$ cat config.mk
export PLATFORM = sky130hd
export DESIGN_NAME = accelerator_buffer_reader
export DESIGN_NICKNAME = d
export VERILOG_FILES = /design/src/rtl/accelerator_buffer_reader.sv
export SDC_FILE = /design/constraint.sdc
export NUM_CORES = 1
export LEC_CHECK = 0
export CAP_MARGIN = 5
export CORE_ASPECT_RATIO = 0.75
export CORE_UTILIZATION = 40
export DETAILED_ROUTE_END_ITERATION = 7
export PLACE_DENSITY = 0.62
export SLEW_MARGIN = 20
export SYNTH_ARGS = -nofsm -noshare
export SYNTH_HDL_FRONTEND = slang
export SYNTH_SLANG_ARGS = --single-unit
$ cat constraint.sdc
create_clock -name clk -period 30.8 [get_ports clk]
set_input_delay 7.7 -clock clk [delete_from_list [all_inputs] [get_ports clk]]
set_output_delay 7.7 -clock clk [all_outputs]
set_load 0.1 [all_outputs]
$ cat src/rtl/accelerator_buffer_reader.sv
// Streams a (base, length) window of the buffer onto a valid/ready port with wrap at DEPTH.
// First beat 3 cycles after start; 4-entry FIFO absorbs read latency and stalls, reads throttle on fullness.
module accelerator_buffer_reader #(
    parameter int DATA_WIDTH = 128,
    parameter int DEPTH      = 20,
    parameter int ADDR_WIDTH = $clog2(DEPTH)
) (
    input  logic                  clk,
    input  logic                  rst,
    input  logic                  start,
    input  logic [ADDR_WIDTH-1:0] base_addr,
    input  logic [ADDR_WIDTH:0]   length,
    output logic                  busy,
    output logic                  done,
    output logic                  err,
    output logic [ADDR_WIDTH-1:0] rd_addr,
    input  logic [DATA_WIDTH-1:0] rd_data,
    output logic [DATA_WIDTH-1:0] m_tdata,
    output logic                  m_tvalid,
    input  logic                  m_tready,
    output logic                  m_tlast
);

    localparam logic [1:0] S_IDLE   = 2'd0;
    localparam logic [1:0] S_RUN    = 2'd1;
    localparam logic [1:0] S_FINISH = 2'd2;
    localparam int         CW       = ADDR_WIDTH + 1;
    localparam logic [CW-1:0] DEPTH_C = CW'(DEPTH);

    logic [1:0]            state;
    logic                  err_r;
    logic [CW-1:0]         len_r;
    logic [CW-1:0]         issued;
    logic [CW-1:0]         popped;
    logic [ADDR_WIDTH-1:0] cur_addr;
    logic                  pipe1;
    logic                  pipe2;
    logic [DATA_WIDTH-1:0] mem [4];
    logic [1:0]            wr_ptr;
    logic [1:0]            rd_ptr;
    logic [2:0]            occ;

    logic                  issue;
    logic                  push;
    logic                  pop;
    logic [2:0]            committed;
    logic [ADDR_WIDTH-1:0] next_addr;
    logic [CW-1:0]         len_clamped;

    // Reads already in the 2-stage read pipeline count against FIFO space so a push never overflows.
    assign committed   = occ + {2'b00, pipe1} + {2'b00, pipe2};
    assign issue       = (state == S_RUN) && (issued < len_r) && (committed < 3'd4);
    assign push        = pipe2;
    assign pop         = m_tvalid && m_tready;
    assign next_addr   = (({1'b0, cur_addr} + 1'b1) == DEPTH_C) ? '0 : cur_addr + 1'b1;
    assign len_clamped = (length > DEPTH_C) ? DEPTH_C : length;

    assign m_tvalid = (occ != 3'd0);
    assign m_tdata  = mem[rd_ptr];
    assign m_tlast  = m_tvalid && (popped == len_r - 1'b1);
    assign busy     = (state != S_IDLE);
    assign done     = (state == S_FINISH);
    assign err      = (state == S_FINISH) && err_r;

    always_ff @(posedge clk) begin
        if (rst) begin
            state    <= S_IDLE;
            err_r    <= 1'b0;
            len_r    <= '0;
            issued   <= '0;
            popped   <= '0;
            cur_addr <= '0;
            rd_addr  <= '0;
            pipe1    <= 1'b0;
            pipe2    <= 1'b0;
            wr_ptr   <= '0;
            rd_ptr   <= '0;
            occ      <= '0;
            for (int i = 0; i < 4; i++) mem[i] <= '0;
        end else begin
            pipe1 <= issue;
            pipe2 <= pipe1;
            if (issue) begin
                rd_addr  <= cur_addr;
                cur_addr <= next_addr;
                issued   <= issued + 1'b1;
            end
            if (push) begin
                mem[wr_ptr] <= rd_data;
                wr_ptr      <= wr_ptr + 1'b1;
            end
            if (pop) begin
                rd_ptr <= rd_ptr + 1'b1;
                popped <= popped + 1'b1;
            end
            occ <= occ + {2'b00, push} - {2'b00, pop};

            case (state)
                S_IDLE: begin
                    if (start) begin
                        issued   <= '0;
                        popped   <= '0;
                        cur_addr <= base_addr;
                        len_r    <= len_clamped;
                        if ({1'b0, base_addr} >= DEPTH_C) begin
                            err_r <= 1'b1;
                            state <= S_FINISH;
                        end else if (length == '0) begin
                            state <= S_FINISH;
                        end else begin
                            state <= S_RUN;
                        end
                    end
                end
                S_RUN: begin
                    if (pop && m_tlast) state <= S_FINISH;
                end
                S_FINISH: begin
                    err_r <= 1'b0;
                    state <= S_IDLE;
                end
                default: state <= S_IDLE;
            endcase
        end
    end

endmodule
==> flow_summary.json <==
{
  "status": "finished clean",
  "slew_violations": 0,
  "async_flop_share_pct": 0,
  "grt_max_degree": 129,
  "yosys-top-cells-area": "edfxtp_1 (66%), mux4_2 (12%), nor2_1 (6.6%), dfxtp_1 (3.6%), nand2_1 (2.5%)",
  "placed_cell_area_sq_um": 26800,
  "mostFrequentLayoutCells": "edfxtp_1 (512), nor2_1 (406), clkdlybuf4s50_1 (280)",
  "cp-end-kind": "primary output",
  "place_inst": 2606,
  "netlist_area_sq_um": 23180,
  "synth_edf_count": 512,
  "clock-sinks": 554,
  "die_y_microns": 210.5,
  "drc": 0,
  "place_congestion": 0.7802,
  "ys_warn_count": 0,
  "via_per_inst": 5.105,
  "crit_path_max_fanout": 68,
  "post_cts_buffers": 0,
  "holdBufCountCts": 0,
  "hold_viol_final": 0,
  "irDropWorstVdd_mv": 0.06087,
  "worstSetupPathType": "reg2out",
  "synth.distinct_cells": 52,
  "max_freq_ghz": 0.08399,
  "fin_crit_ns": 11.91,
  "root_buffer": "clkbuf_16",
  "antenna_found_initial": 0,
  "p_per_area_nw_per_um2": 81.86,
  "cts_tree": "built",
  "area_growth_pct": 23.36,
  "drt_first_pass_iters": 5,
  "synth_seq_cells": 554,
  "relSlewSlack_pct": 22.75,
  "holdWs_ns": 0.4594,
  "cts-buffers-inserted": 55,
  "crit_required_ns": 23.10,
  "row_count": 76,
  "coreArea_sq_um": 57340,
  "finalCritPeriodShare_pct": 38.66,
  "setup_tns_ns": 0,
  "start_kind": "flip-flop",
  "portBuffers": 280,
  "synth_top_area_share_pct": 66.34,
  "grt-ovfl-total": 0,
  "grt_pass1_wl_microns": 84500,
  "ant_nets": 0,
  "timing.max_cap.violations": 0,
  "final_cells": 2708,
  "grt_pass1_vias": 14409,
  "synth_fp_nets": 1779,
  "preCtsSetupSlack_ns": 19.35,
  "cts_buffer_depth": 3,
  "wl_per_cell_microns": 20.58,
  "leakage_nw": 10.68,
  "clk_pin_slew_ns": 0.06,
  "yosysTopAreaCell": "edfxtp_1",
  "ioPinCount": 281,
  "ys_seq_area_share_pct": 69.96,
  "synthCells": 1622,
  "final_cell_area_sq_um": 28590,
  "cp.arrival_ns": 4.21,
  "antenna_cells": 0,
  "clk_latency_ns": 0.60,
  "dpl.hpwl_microns": 31850,
  "mostFrequentLayoutCell": "edfxtp_1",
  "synth-main-ff-cell": "edfxtp_1",
  "synth.avg_cell_area_sq_um": 14.29,
  "cts-htree-levels": 2,
  "fin_ws_ns": 18.89,
  "vias": 13825,
  "grtUsageTotal_pct": 19.02,
  "nNetsFinal": 2040,
  "hold_path_class": "reg2reg",
  "drive_gt1_share_pct": 12.45,
  "routed_wl_microns": 55740,
  "drt_iter0_markers": 1031,
  "worst_pin_slew_ns": 1.155,
  "skew_ns": 0.01573,
  "grt_setup_unrepaired": "no",
  "setup-violations-final": 0,
  "dieArea_sq_um": 58920,
  "initial_utilization_pct": 40.42,
  "die_width_microns": 280.0,
  "cts_resized": 0
}
## critical path: stages (launching register included)
cell	delay (ns)
dfxtp_4	0.98
buf_4	0.94
mux4_2	0.37
clkdlybuf4s50_1	1.23
## synth_stat cells (all sizes together) (2+ instances only)
master  instances
a21oi          15
a21o            4
edfxtp        512
nand2b          3
dfxtp          42
a211oi          7
o21a            2
nor2b           6
ha             13
a31o            2
nand4           4
nor2          407
xnor2           8
xor2           12
nand2         152
buf            20
and3b           2
a22oi           3
nor3b           2
o21ai          11
mux4          128
nor4            3
or2             2
a221oi          2
nor3            5
clkbuf         73
or3             2
a41oi           2
nand3b          2
inv           147
nand3           9
and3            3
and2            2
a31oi           2
## power breakdown
group          switching, mW  internal [mW]  total (mW)  leakage [nW]
Combinational          0.561          0.222       0.783          4.18
Sequential            0.0319          0.853       0.885          5.63
Clock                  0.279          0.394       0.673         0.872
## routing by layer
metal	track usage, %	vias up	routed length [microns]
met5	0	-	0
met4	5.804	0	1291
met3	3.104	77	3573
met2	31.15	420	26770
met1	26.16	7051	24110
li1	-	6277	-
## state kept, by name, indices dropped and copies added (netlist names), named ones only
name / flops
err_r: 1
pipe2: 1
cur_addr: 5
len_r: 6
state: 2
wr_ptr: 2
issued: 6
mem: 512
occ: 3
rd_addr: 5
pipe1: 1
popped: 6
rd_ptr: 2
## metrics by stage
stage                     utilization [%]  power (mW)
after floorplan                         -       1.510
after global placement              46.74       1.693
after detailed placement            46.74       1.694
after CTS                           49.86       2.369
after global routing                49.86       2.418
final                               49.86       2.341
## path summary, 6_finish.rpt
kind,startpoint,endpoint,slack [ns],cells after the start
hold reg to reg,rd_addr[4]$_SDFFE_PP0P_,rd_addr[4]$_SDFFE_PP0P_,0.46,2
setup reg to reg,wr_ptr[1]$_SDFFE_PP0P_,mem[2][15]$_SDFFCE_PN0P_,27.13,4
setup / recovery,flip-flop,m_tdata[109],18.89,3
hold / removal,rd_addr[4]$_SDFFE_PP0P_,rd_addr[4]$_SDFFE_PP0P_,0.46,2
## cell type report
class / count / area (sq um)
Clock inverter: 33 / 357.8
Timing Repair Buffer: 297 / 2947
Sequential cell: 554 / 16220
Fill cell: 4882 / 28750
Clock buffer: 69 / 1429
Tap cell: 780 / 975.9
Inverter: 147 / 551.8
Multi-Input combinational cell: 828 / 6107
## cell families (layout without fill, tap and decap cells)
kind of cell | count (synthesis) | after routing | synth area share (%)
AOI/OAI and AO/OA | 59 | 59 | 1.728
xor gates and xnor gates | 20 | 20 | 0.7558
adders and majority gates | 14 | 14 | 0.7882
buffers and inverters | 240 | 546 | 3.973
DFF | 554 | 554 | 69.96
muxes | 129 | 129 | 12.48
and+or+nand+nor | 606 | 606 | 10.31
(Power assumes the default switching activity.)
